**src/rtl/ram_sp.sv**
```systemverilog
// Single-port synchronous RAM with registered read and a shared read/write address.
// Asynchronous reset clears every word and the output register to INIT_VALUE.
module ram_sp #(
   parameter int DATA_WIDTH   = 8,
   parameter int ADDR_WIDTH   = 5,
   parameter int INIT_VALUE   = 0,
   parameter int NEW_DATA_RDW = 1
) (
   input  logic                  clock,
   input  logic                  rst,
   input  logic [ADDR_WIDTH-1:0] address,
   input  logic [DATA_WIDTH-1:0] data,
   input  logic                  wren,
   output logic [DATA_WIDTH-1:0] q
);

   localparam int DEPTH = 2 ** ADDR_WIDTH;
   localparam logic [DATA_WIDTH-1:0] INIT_WORD = DATA_WIDTH'(INIT_VALUE);

   generate
      if (ADDR_WIDTH < 1) begin : g_bad_addr_width
         $error("ram_sp: ADDR_WIDTH must be at least 1");
      end
      if (DATA_WIDTH < 1) begin : g_bad_data_width
         $error("ram_sp: DATA_WIDTH must be at least 1");
      end
   endgenerate

   logic [DATA_WIDTH-1:0] mem [DEPTH];

   // Storage: reset wipes the whole array so the key never holds stale data.
   always_ff @(posedge clock or posedge rst) begin
      if (rst) begin
         for (int i = 0; i < DEPTH; i++) begin
            mem[i] <= INIT_WORD;
         end
      end else if (wren) begin
         mem[address] <= data;
      end
   end

   // Output register: q updates every edge; same-address write handling is chosen here.
   generate
      if (NEW_DATA_RDW != 0) begin : g_rdw_new
         always_ff @(posedge clock or posedge rst) begin
            if (rst) begin
               q <= INIT_WORD;
            end else if (wren) begin
               q <= data;
            end else begin
               q <= mem[address];
            end
         end
      end else begin : g_rdw_old
         always_ff @(posedge clock or posedge rst) begin
            if (rst) begin
               q <= INIT_WORD;
            end else begin
               q <= mem[address];
            end
         end
      end
   endgenerate

endmodule

```
**config.mk**
```make
export PLATFORM = sky130hd
export DESIGN_NAME = ram_sp
export DESIGN_NICKNAME = d
export VERILOG_FILES = /design/src/rtl/ram_sp.sv
export SDC_FILE = /design/constraint.sdc
export NUM_CORES = 1
export LEC_CHECK = 0
export CAP_MARGIN = 20
export CORE_UTILIZATION = 66
export DETAILED_ROUTE_END_ITERATION = 10
export PLACE_DENSITY = 0.94
export SETUP_SLACK_MARGIN = 0.05
export SYNTH_ARGS = -nofsm -noshare
export SYNTH_HDL_FRONTEND = slang
export SYNTH_SLANG_ARGS = --single-unit
```
**constraint.sdc**
```tcl
create_clock -name clock -period 17 [get_ports clock]
set_clock_uncertainty 0.05 [all_clocks]
set_input_delay 3.4 -clock clock [delete_from_list [all_inputs] [get_ports clock]]
set_output_delay 3.4 -clock clock [all_outputs]
set_load 0.05 [all_outputs]
```
==> qor.yml <==
initial_core_util_pct: 68.5
areaGrowthSynthToFinish_pct: 9.55
grt_use_met1_pct: 44.6
grt_pass1_wl_mm: 47.4
status: "completed"
cts.sinks: 264
maxSlewHeadroom_pct: 22.2
fmax_ghz: 0.163
yosys.area_share.simple_pct: 6.86
drt_iter0_markers: 887
rsz0062_at_grt: "false"
busiest_layer: "met2"
utilization_pct: 75.1
drcViolationCount: 0
syn_area_um2: 12000
antenna_found_initial: 1
synth_compound_area_share_pct: 7.11
synth_area_per_cell_um2: 13.3
grt_pass1_vias: 8325
ant_nets: 0
min_period_ps: 6140
use_met3_pct: 8.96
cts_made_buffers: 26
met2_usage_pct: 52.4
num_vias: 8022
synth_top_family_by_area: "multiplexers"
ys_types: 48
io_buffers: 23
synth_nets: 919
ctsResizeCount: 0
seq_area_frac_synth_pct: 55.0
dieArea_um2: 18800
cts.clk_slew.worst_paths_ps: 60
start_kind: "primary input"
htreeDepth: 1
vias_per_cell: 7.02
grt-ovfl-total: 0
dieHeight_um: 137
synth-edff-count: 0
core_um2: 17500
ios: 24
cp.arrival_ps: 6500
grt_max_degree: 118
tightest_slew_ps: 1160
cts-root-buf: "clkbuf_16"
critical_path.cell_chain: "buf_4 -> buf_4 -> nand3b_1 -> nor2_2 -> mux2_2"
postCtsSetupRepairBufs: 0
holdWs_ps: 426
drt_pre_antenna_iters: 8
path_max_fanout: 57
drive_above_1_share_pct: 33.1
grt_usage_pct: 34.4
crit_path_end_kind: "flop"
crit_path_frequent_cell: "buf_4"
dp_hpwl_mm: 18.3
fin_tns_setup_ps: 0
power.density_nw_per_um2: 127
slowest_stage: "buf_4"
fin_ws_ps: 10860
dpl_worst_slack_ps: 10440
synthArstFlopShare_pct: 100
synthCells: 903
nNetsFinal: 915
wl_mm: 30.1
std_cell_rows: 48
finalSetupViolations: 0
die_w_um: 137
required_ps: 17370
clockBufferDepth: 3
final-hold-violation-count: 0
cts_tree: "built"
routedWlPerCell_um: 26.3
cts-hold-fix-buffers: 0
yosysWarnings: 0
gp_congestion: 0.955
synthAdderAreaFrac_pct: 0
fin_crit_sh_pct: 36.1
cap_viol_max_count: 0
slew_violations: 0
synthXorXnorAreaFrac_pct: 0
p_leak_nw: 5.83
ir_worst_vdd_mv: 0.115
min_path_type: "flop to flop"
synth_seq_cells: 264
synthFlopType: "dfrtp_1"
synth_mux_area_share_pct: 27.7
worst_path_largest_cell_delay_ps: 790
clock_latency_ps: 540
path_class: "primary input to flop"
antenna-diode-count: 0
==> logic make-up (layout without fill, tap and decap cells) <==
kind of cell | count (synthesis) | in the layout
buffers and inverters | 77 | 92
and+or+nand+nor | 161 | 161
AOI/OAI and AO/OA | 138 | 138
muxes | 263 | 263
DFF | 264 | 264
==> metal layers <==
| metal | vias up | routed length [µm] |
|---|---|---|
| li1 | 3261 | - |
| met1 | 4021 | 11200 |
| met2 | 555 | 13700 |
| met3 | 183 | 3060 |
| met4 | 2 | 2120 |
| met5 | - | 13 |
==> metrics by stage <==
stage	total power, mW	instances	area, µm²
after floorplan	0.997	903	12000
after global placement	1.06	1095	12300
after detailed placement	1.08	1095	12300
after CTS	1.67	1142	13100
after global routing	1.73	1143	13200
final	1.67	1143	13200
==> report_power, final <==
group          total, mW  internal [mW]  switching, mW
clock              0.591          0.346          0.244
combinational      0.264          0.133          0.131
sequential         0.816          0.748         0.0686
==> cell usage after synthesis, drive strengths merged, types with 5 or more instances <==
cell / number / share of area, %
a221oi: 6 / 0.54
a22oi: 9 / 0.56
a32oi: 8 / 0.58
buf: 29 / 1.8
clkbuf: 39 / 1.2
dfrtp: 264 / 55
inv: 9 / 0.28
mux2: 179 / 17
mux2i: 46 / 3.8
mux4: 38 / 7.1
nand2: 91 / 2.8
nand2b: 5 / 0.26
nor2: 29 / 1.3
nor2b: 5 / 0.26
o21ai: 81 / 3.4
o22ai: 13 / 0.68
==> flip-flops by register name, indices dropped and copies added, names as in the netlist <==
| signal | count |
|---|---|
| mem | 256 |
| q | 8 |
==> cell type report <==
class / instances / area, µm²
sequential: 264 / 6610
multi-input combinational: 562 / 5010
fill: 1058 / 4370
clock buffer: 36 / 769
timing repair buffer: 36 / 343
tap: 225 / 282
clock inverter: 11 / 114
inverter: 9 / 41.3
==> cell usage in the layout (no fill, tap or decap), types with 14 or more instances in the layout <==
| cell type | n |
|---|---|
| buf_4 | 14 |
| clkbuf_16 | 27 |
| clkdlybuf4s50_1 | 21 |
| dfrtp_1 | 264 |
| mux2_2 | 178 |
| mux2i_1 | 46 |
| mux4_2 | 38 |
| nand2_1 | 91 |
| nor2_2 | 21 |
| o21ai_0 | 81 |
==> worst max-delay path, delay by kind of cell <==
kind	cells	cell delay, ps
simple gates	2	1360
mux	1	400
buf+inv	2	1290
==> final timing paths <==
kind / from / endpoint / slack, ps / cells past startpoint
max in group asynchronous: rst / mem[118] / 12140 / 3
max: address[1] / mem[239] / 10860 / 5
max reg2reg: mem[201] / q[1] / 14920 / 5
min in group asynchronous: rst / mem[208] / 3380 / 2
min: mem[121] / mem[121] / 430 / 2
min reg2reg: mem[121] / mem[121] / 430 / 2
Note: power is estimated with default switching activity, not from simulation.
